## src/rtl/serial_adder_pkg.sv

```systemverilog
// Shared definitions for the bit-serial adder controller: state encoding and counter sizing.
package serial_adder_pkg;

    typedef enum logic [1:0] {
        IDLE = 2'b00,
        RUN  = 2'b01,
        DONE = 2'b10
    } state_e;

    // One extra bit so the bit counter never wraps before the terminal compare.
    function automatic int unsigned cnt_width(input int unsigned width);
        return $clog2(width) + 1;
    endfunction

endpackage

```

## src/rtl/full_adder.sv

```systemverilog
// Single-bit full adder cell, time-shared by the serial adder as its datapath slice.
module full_adder (
    input  logic a_i,
    input  logic b_i,
    input  logic ci_i,
    output logic s_o,
    output logic co_o
);

    assign s_o  = a_i ^ b_i ^ ci_i;
    assign co_o = (a_i & b_i) | (ci_i & (a_i ^ b_i));

endmodule

```

## src/rtl/serial_adder_ctrl.sv

```systemverilog
// Bit-serial add controller: one full_adder cell, one bit per clock, LSB first.
// Define SERIAL_ADDER_SUB_EN to add a 'sub' input selecting a - b.
module serial_adder_ctrl
    import serial_adder_pkg::*;
#(
    parameter int unsigned WIDTH = 8
) (
    input  logic             clk,
    input  logic             rst,
    input  logic             in_valid,
    output logic             in_ready,
`ifdef SERIAL_ADDER_SUB_EN
    input  logic             sub,
`endif
    input  logic [WIDTH-1:0] a,
    input  logic [WIDTH-1:0] b,
    input  logic             cin,
    output logic             out_valid,
    input  logic             out_ready,
    output logic [WIDTH-1:0] sum,
    output logic             cout,
    output logic             busy
);

    localparam int unsigned CntW = cnt_width(WIDTH);

    state_e            state_q, state_d;
    logic [WIDTH-1:0]  a_sh_q, a_sh_d;
    logic [WIDTH-1:0]  b_sh_q, b_sh_d;
    logic [WIDTH-1:0]  sum_q, sum_d;
    logic              carry_q, carry_d;
    logic              cout_q, cout_d;
    logic [CntW-1:0]   cnt_q, cnt_d;
    logic              fa_s, fa_co;

    full_adder u_full_adder (
        .a_i  (a_sh_q[0]),
        .b_i  (b_sh_q[0]),
        .ci_i (carry_q),
        .s_o  (fa_s),
        .co_o (fa_co)
    );

    always_ff @(posedge clk or posedge rst) begin
        if (rst) begin
            state_q <= IDLE;
            a_sh_q  <= '0;
            b_sh_q  <= '0;
            sum_q   <= '0;
            carry_q <= 1'b0;
            cout_q  <= 1'b0;
            cnt_q   <= '0;
        end else begin
            state_q <= state_d;
            a_sh_q  <= a_sh_d;
            b_sh_q  <= b_sh_d;
            sum_q   <= sum_d;
            carry_q <= carry_d;
            cout_q  <= cout_d;
            cnt_q   <= cnt_d;
        end
    end

    always_comb begin
        state_d = state_q;
        a_sh_d  = a_sh_q;
        b_sh_d  = b_sh_q;
        sum_d   = sum_q;
        carry_d = carry_q;
        cout_d  = cout_q;
        cnt_d   = cnt_q;
        case (state_q)
            IDLE: begin
                if (in_valid) begin
                    a_sh_d  = a;
`ifdef SERIAL_ADDER_SUB_EN
                    // Subtract as a + ~b + 1; cin is ignored in that mode.
                    b_sh_d  = sub ? ~b : b;
                    carry_d = sub | cin;
`else
                    b_sh_d  = b;
                    carry_d = cin;
`endif
                    cnt_d   = '0;
                    state_d = RUN;
                end
            end
            RUN: begin
                a_sh_d = a_sh_q >> 1;
                b_sh_d = b_sh_q >> 1;
                sum_d  = sum_q >> 1;
                sum_d[WIDTH-1] = fa_s;
                carry_d = fa_co;
                cnt_d   = cnt_q + CntW'(1);
                if (cnt_q == CntW'(WIDTH - 1)) begin
                    cout_d  = fa_co;
                    state_d = DONE;
                end
            end
            DONE: begin
                if (out_ready) begin
                    state_d = IDLE;
                end
            end
            default: state_d = IDLE;
        endcase
    end

    assign in_ready  = (state_q == IDLE);
    assign out_valid = (state_q == DONE);
    assign busy      = (state_q == RUN) || (state_q == DONE);
    assign sum       = sum_q;
    assign cout      = cout_q;

endmodule

```

## config.mk

```make
export PLATFORM = sky130hd
export DESIGN_NAME = serial_adder_ctrl
export DESIGN_NICKNAME = d
export VERILOG_FILES = /design/src/rtl/serial_adder_pkg.sv /design/src/rtl/full_adder.sv /design/src/rtl/serial_adder_ctrl.sv
export SDC_FILE = /design/constraint.sdc
export NUM_CORES = 1
export LEC_CHECK = 0
export ABC_AREA = 1
export BUFFER_PORTS_ARGS = -buffer_cell sky130_fd_sc_hd__buf_4
export CAP_MARGIN = 25
export CORE_ASPECT_RATIO = 1.2
export CORE_UTILIZATION = 54
export CTS_CLUSTER_DIAMETER = 60
export DETAILED_ROUTE_END_ITERATION = 12
export PLACE_DENSITY = 0.86
export SETUP_SLACK_MARGIN = 0.02
export SLEW_MARGIN = 20
export SYNTH_ARGS = -nofsm -noshare
export SYNTH_HDL_FRONTEND = slang
export SYNTH_SLANG_ARGS = --single-unit
```

## constraint.sdc

```tcl
create_clock -name clk -period 1.4 [get_ports clk]
set_input_delay 0.28 -clock clk [delete_from_list [all_inputs] [get_ports clk]]
set_output_delay 0.28 -clock clk [all_outputs]
set_load 0.02 [all_outputs]
```

Word level (Yosys, flattened, before mapping):

Cells that the tools add are included.

* bits in registers: 32
* input port bits: 21
* output and inout bits: 12
* word-level logic and storage cells: 37

* $add $sub $neg: 1
* eq/ne operators: 6
* multiplexer cells: 12
* bitwise logic cells: 5
* reductions and logical operators: 6

Operator list (number)
* $pmux W8 S2: 2
* $mux W8: 2
* $pmux W4 S2: 1
* $mux W2: 3
* $pmux W2 S3: 1
* $add A4 B1 Y4 const B: 1
* $eq A4 B3 Y1 const B: 1
* $mux W4: 1
* $ne A2 B2 Y1 const B: 2
* $reduce_and A2 Y1: 2
* $reduce_and A3 Y1: 1
* $and A1 B1 Y1: 2
* $eq A2 B1 Y1 const B: 1
* $eq A2 B2 Y1 const B: 1
* $logic_not A2 Y1: 1
* $ne A2 B1 Y1 const B: 1
* $pmux W1 S2: 1
* $reduce_bool A2 Y1: 1
* $xor A1 B1 Y1: 2
* $logic_or A1 B1 Y1: 1
* $mux W1: 1
* $or A1 B1 Y1: 1

Depth between registers and ports, before layout:

* word-level depth: 4
* gate-level depth with buffers: 9

Cells and area by module:

From an unflattened synthesis, not the netlist that was laid out.

* cell total of the unflattened synthesis: 192
* area, all modules: 1602.8 um2

Modules (own cells, without submodules)
* serial_adder_ctrl: instances 1, cells an instance 191, area an instance 1582.8 um2, seq. area each 800.8 um2
* full_adder: instances 1, cells an instance 1, area an instance 20.0 um2, seq. area each 0.0 um2

Worst setup path before layout:

No wires, ideal clock.

* kind: register to register
* start: register state_q[0]
* end: register cnt_q[0]
* arrival: 1.297 ns
* data required time: 1.273 ns
* setup slack: -0.025 ns
* cell stages (with the launch flop): 8
* buffers on the path: 0
* period minus slack after synthesis: 1.425 ns
* path through: dfrtp_1 inv_1 ha_1 nand2_1 nand2_8 inv_1 nand2_1 o21ai_0

* cells in the longest elaborated chain, start to end: 3
* elaborated cells between the ends (all ways): 6
* those cells by class: eq/ne (2); mux (1); reduce/logical (3)

RTL lines
* start: declaration: line serial_adder_ctrl.sv:27 `state_e state_q, state_d;`
* start signal: assignment: line serial_adder_ctrl.sv:54 `state_q <= state_d;`
* $logic_not A2 Y1 (*)
* via in_ready: line serial_adder_ctrl.sv:11 `output logic in_ready,`
* $ne A2 B2 Y1 (no line) or $reduce_bool A2 Y1 (tied branches)
* $reduce_and A2 Y1 (no line)
* end signal: assignment: line serial_adder_ctrl.sv:60 `cnt_q <= cnt_d;`
* end: declaration: line serial_adder_ctrl.sv:33 `logic [CntW-1:0] cnt_q, cnt_d;`

Mark *: on every way through the listed nets, which the timed path passes. The rest lies on a longest branch.
A chain may end at the register's enable or synchronous reset.

Final worst setup path:

* start: register state_q[1]
* end: register cnt_q[2]

* cells in the longest elaborated chain, start to end: 3
* elaborated cells between the ends (all ways): 6
* those cells by class: eq/ne (2); mux (1); reduce/logical (3)

RTL lines
* $eq A2 B1 Y1 or $logic_not A2 Y1 (tied branches): line serial_adder_ctrl.sv:72 `case (state_q)`
* $reduce_bool A2 Y1 (no line) or $ne A2 B2 Y1 (tied branches)
* $reduce_and A2 Y1 (no line)

Parallel ways exist; a longest one is shown, timed or not.

==> results_dict.tcl <==
set metrics [dict create \
    outcome "finished, violations left" \
    violations "setup timing" \
    setup.worst_path.start_class "flip-flop" \
    fillers 185 \
    cts_root_buf "clkbuf_4" \
    rsz0062_at_grt "yes" \
    synth_xor_area_frac 0 \
    cp.required_ps 1600 \
    globalRouteTotalUtil 0.231 \
    portBuffers 32 \
    skew_ps 21.9 \
    synth.largest_area_cell "dfrtp_1" \
    synth.area.mux_share 0 \
    gp_congestion 0.794 \
    dp.final_hpwl_um 2170 \
    synth_cell_types 22 \
    drive_gt1_frac 0.401 \
    p_total_uw 5250 \
    final_antenna_net_count 0 \
    start_util 0.582 \
    syn_nets 216 \
    dpl.cell_count 253 \
    layout.nets 263 \
    synth_area_sq_um 1670 \
    post-route-cell-area_sq_um 2250 \
    drtPass1Iterations 4 \
    grt_pass1_vias 1304 \
    core-area_sq_um 2860 \
    synth-edff-count 0 \
    syn_to_final_growth_pct 35.2 \
    numCtsBuffers 5 \
    antenna_found_initial 0 \
    maxSlewHeadroom 0.731 \
    synth_warnings 0 \
    synth_cells 190 \
    hold_ws_ps 28.2 \
    hold_violations 0 \
    drt-total-wl_um 3930 \
    layout_commonest_cell "nand2_1" \
    timing.final.crit_share 1.06 \
    setup_slack_ps -79.2 \
    ir_drop_mv 1.63 \
    max_freq_ghz 0.676 \
    place_area_sq_um 1940 \
    arrival_ps 1680 \
    num_vias 1427 \
    clk_pin_slew_ps 110 \
    period_minus_slack_ps 1480 \
    antenna_cells 0 \
    power_density_nw_per_um2 2330 \
    seq_area_frac_synth 0.480 \
    ys_ff_latch 32 \
    instances_no_fill 271 \
    num_io_pins 33 \
    mostFrequentLayoutCells "nand2_1 (56), buf_4 (35), dfrtp_1 (32), inv_1 (23), o21ai_2 (14)" \
    leakagePower_uw 0.00113 \
    grt_max_degree 38 \
    dieHeight_um 62.9 \
    wl_per_cell_um 14.5 \
    tightest_slew_ps 403 \
    critical_path_class "flip-flop to flip-flop" \
    synth_flop_cell "dfrtp_1" \
    synth_area_leaders "dfrtp_1 (48%), nand2_1 (14%), inv_1 (6.1%)" \
    first_iter_violations 56 \
    fp-row-count 21 \
    drcViolationCount 0 \
    end_kind "flip-flop" \
    insertion_delay_ps 330 \
    cap_viol_max_count 0 \
    dp_slack_ps 16.5 \
    synth-simple-area-share 0.199 \
    synth_compound_area_frac 0.158 \
    synth.avg_cell_area_sq_um 8.77 \
    overflow 0 \
    path_max_fanout 5 \
    vias_per_cell 5.27 \
    yosysTopAreaCellShare 0.480 \
    die_area_sq_um 3310 \
    synth_adder_area_share 0.0420 \
    clkSinkCount 32 \
    finalSetupViolations 12 \
    cts_max_path_buffers 2 \
    fp.dieW_um 52.7 \
    async_reset_ff_frac 1.00 \
    min_path_type "primary input to asynchronous set/reset pin" \
    synth_top_family_by_area "simple AND/OR/NAND/NOR gates" \
    grt_pass1_wl_um 5600 \
    slew_violations 0 \
    htree_num_levels 2 \
    cts_tree "done" \
]
## layer usage
metal | routed length (um) | part of all wire | global-route usage
met5 | 0 | 0 | 0
met3 | 171 | 0.044 | 0.0730
met4 | 67 | 0.017 | 0.0757
met1 | 1560 | 0.40 | 0.261
met2 | 2130 | 0.54 | 0.399
## report_power, final
part,leakage [uW],switching (uW),internal (uW)
registers,0.000409,210,1310
logic,0.000687,1740,1400
clock network,0.0000374,303,285
total,0.00113,2260,2990
## state kept, by name, summed over array words and instances (netlist names)
name     flops
state_q      2
sum          8
a_sh_q       8
carry_q      1
b_sh_q       8
cnt_q        4
cout         1
## metrics by stage
| stage | TNS (ps) | utilization |
|---|---|---|
| floorplan | 0 | - |
| global placement | 0 | 0.676 |
| detailed placement | 0 | 0.676 |
| CTS | -373 | 0.754 |
| global route | -1360 | 0.787 |
| finish | -640 | 0.787 |
## final timing paths
check	start	end	slack, ps	cells past startpoint
max in group asynchronous	rst	cnt_q[2]	1060	3
hold reg to reg	sum[0]	sum[0]	490	2
setup reg to reg	state_q[1]	cnt_q[2]	-80	9
min in group clk	a[7]	a_sh_q[7]	180	3
hold / removal	rst	sum[6]	30	3
setup / recovery	state_q[1]	cnt_q[2]	-80	9
## cells by family (layout without fill, tap and decap cells)
family,Yosys count,in the layout
AND/OR/NAND/NOR,77,78
AO/OA/AOI/OAI,40,40
buffers and inverters,36,82
flip-flops,32,32
adder cells (fa/ha/maj),5,5
## cell usage after synthesis (2+ instances only)
cell type / instances
nand2_1: 63
dfrtp_1: 32
inv_1: 27
o21ai_1: 14
o21ai_2: 11
o21ai_0: 10
nand3_1: 6
buf_6: 4
ha_1: 4
nor2_1: 3
o211ai_2: 3
a21oi_1: 2
buf_2: 2
## critical path: stages, from the launching register on
cell	delay (ps)
dfrtp_1	410
inv_2	90
ha_4	140
buf_4	130
inv_2	60
nand2_8	90
nand2_8	80
buf_6	130
a21oi_2	140
nor2_1	70
## what timing repair did
action                                  in CTS  in global routing
gates cloned                                 1                  2
endpoints found under the hold margin        0                  0
hold buffers                                 0                  0
pin swaps                                    1                  1
endpoints found under the setup margin      21                 27
buffers inserted                             8                  1
gates resized for setup                     20                 17
## final cells by class
class / instances / area, sq um / area share
sequential: 32 / 801 / 0.355
clock buffer: 7 / 65.1 / 0.0289
inverter: 28 / 120 / 0.0533
timing repair buffer: 47 / 454 / 0.202
tap: 34 / 42.5 / 0.0189
multi-input combinational: 123 / 771 / 0.342
Power figures use the tool's default switching activity.
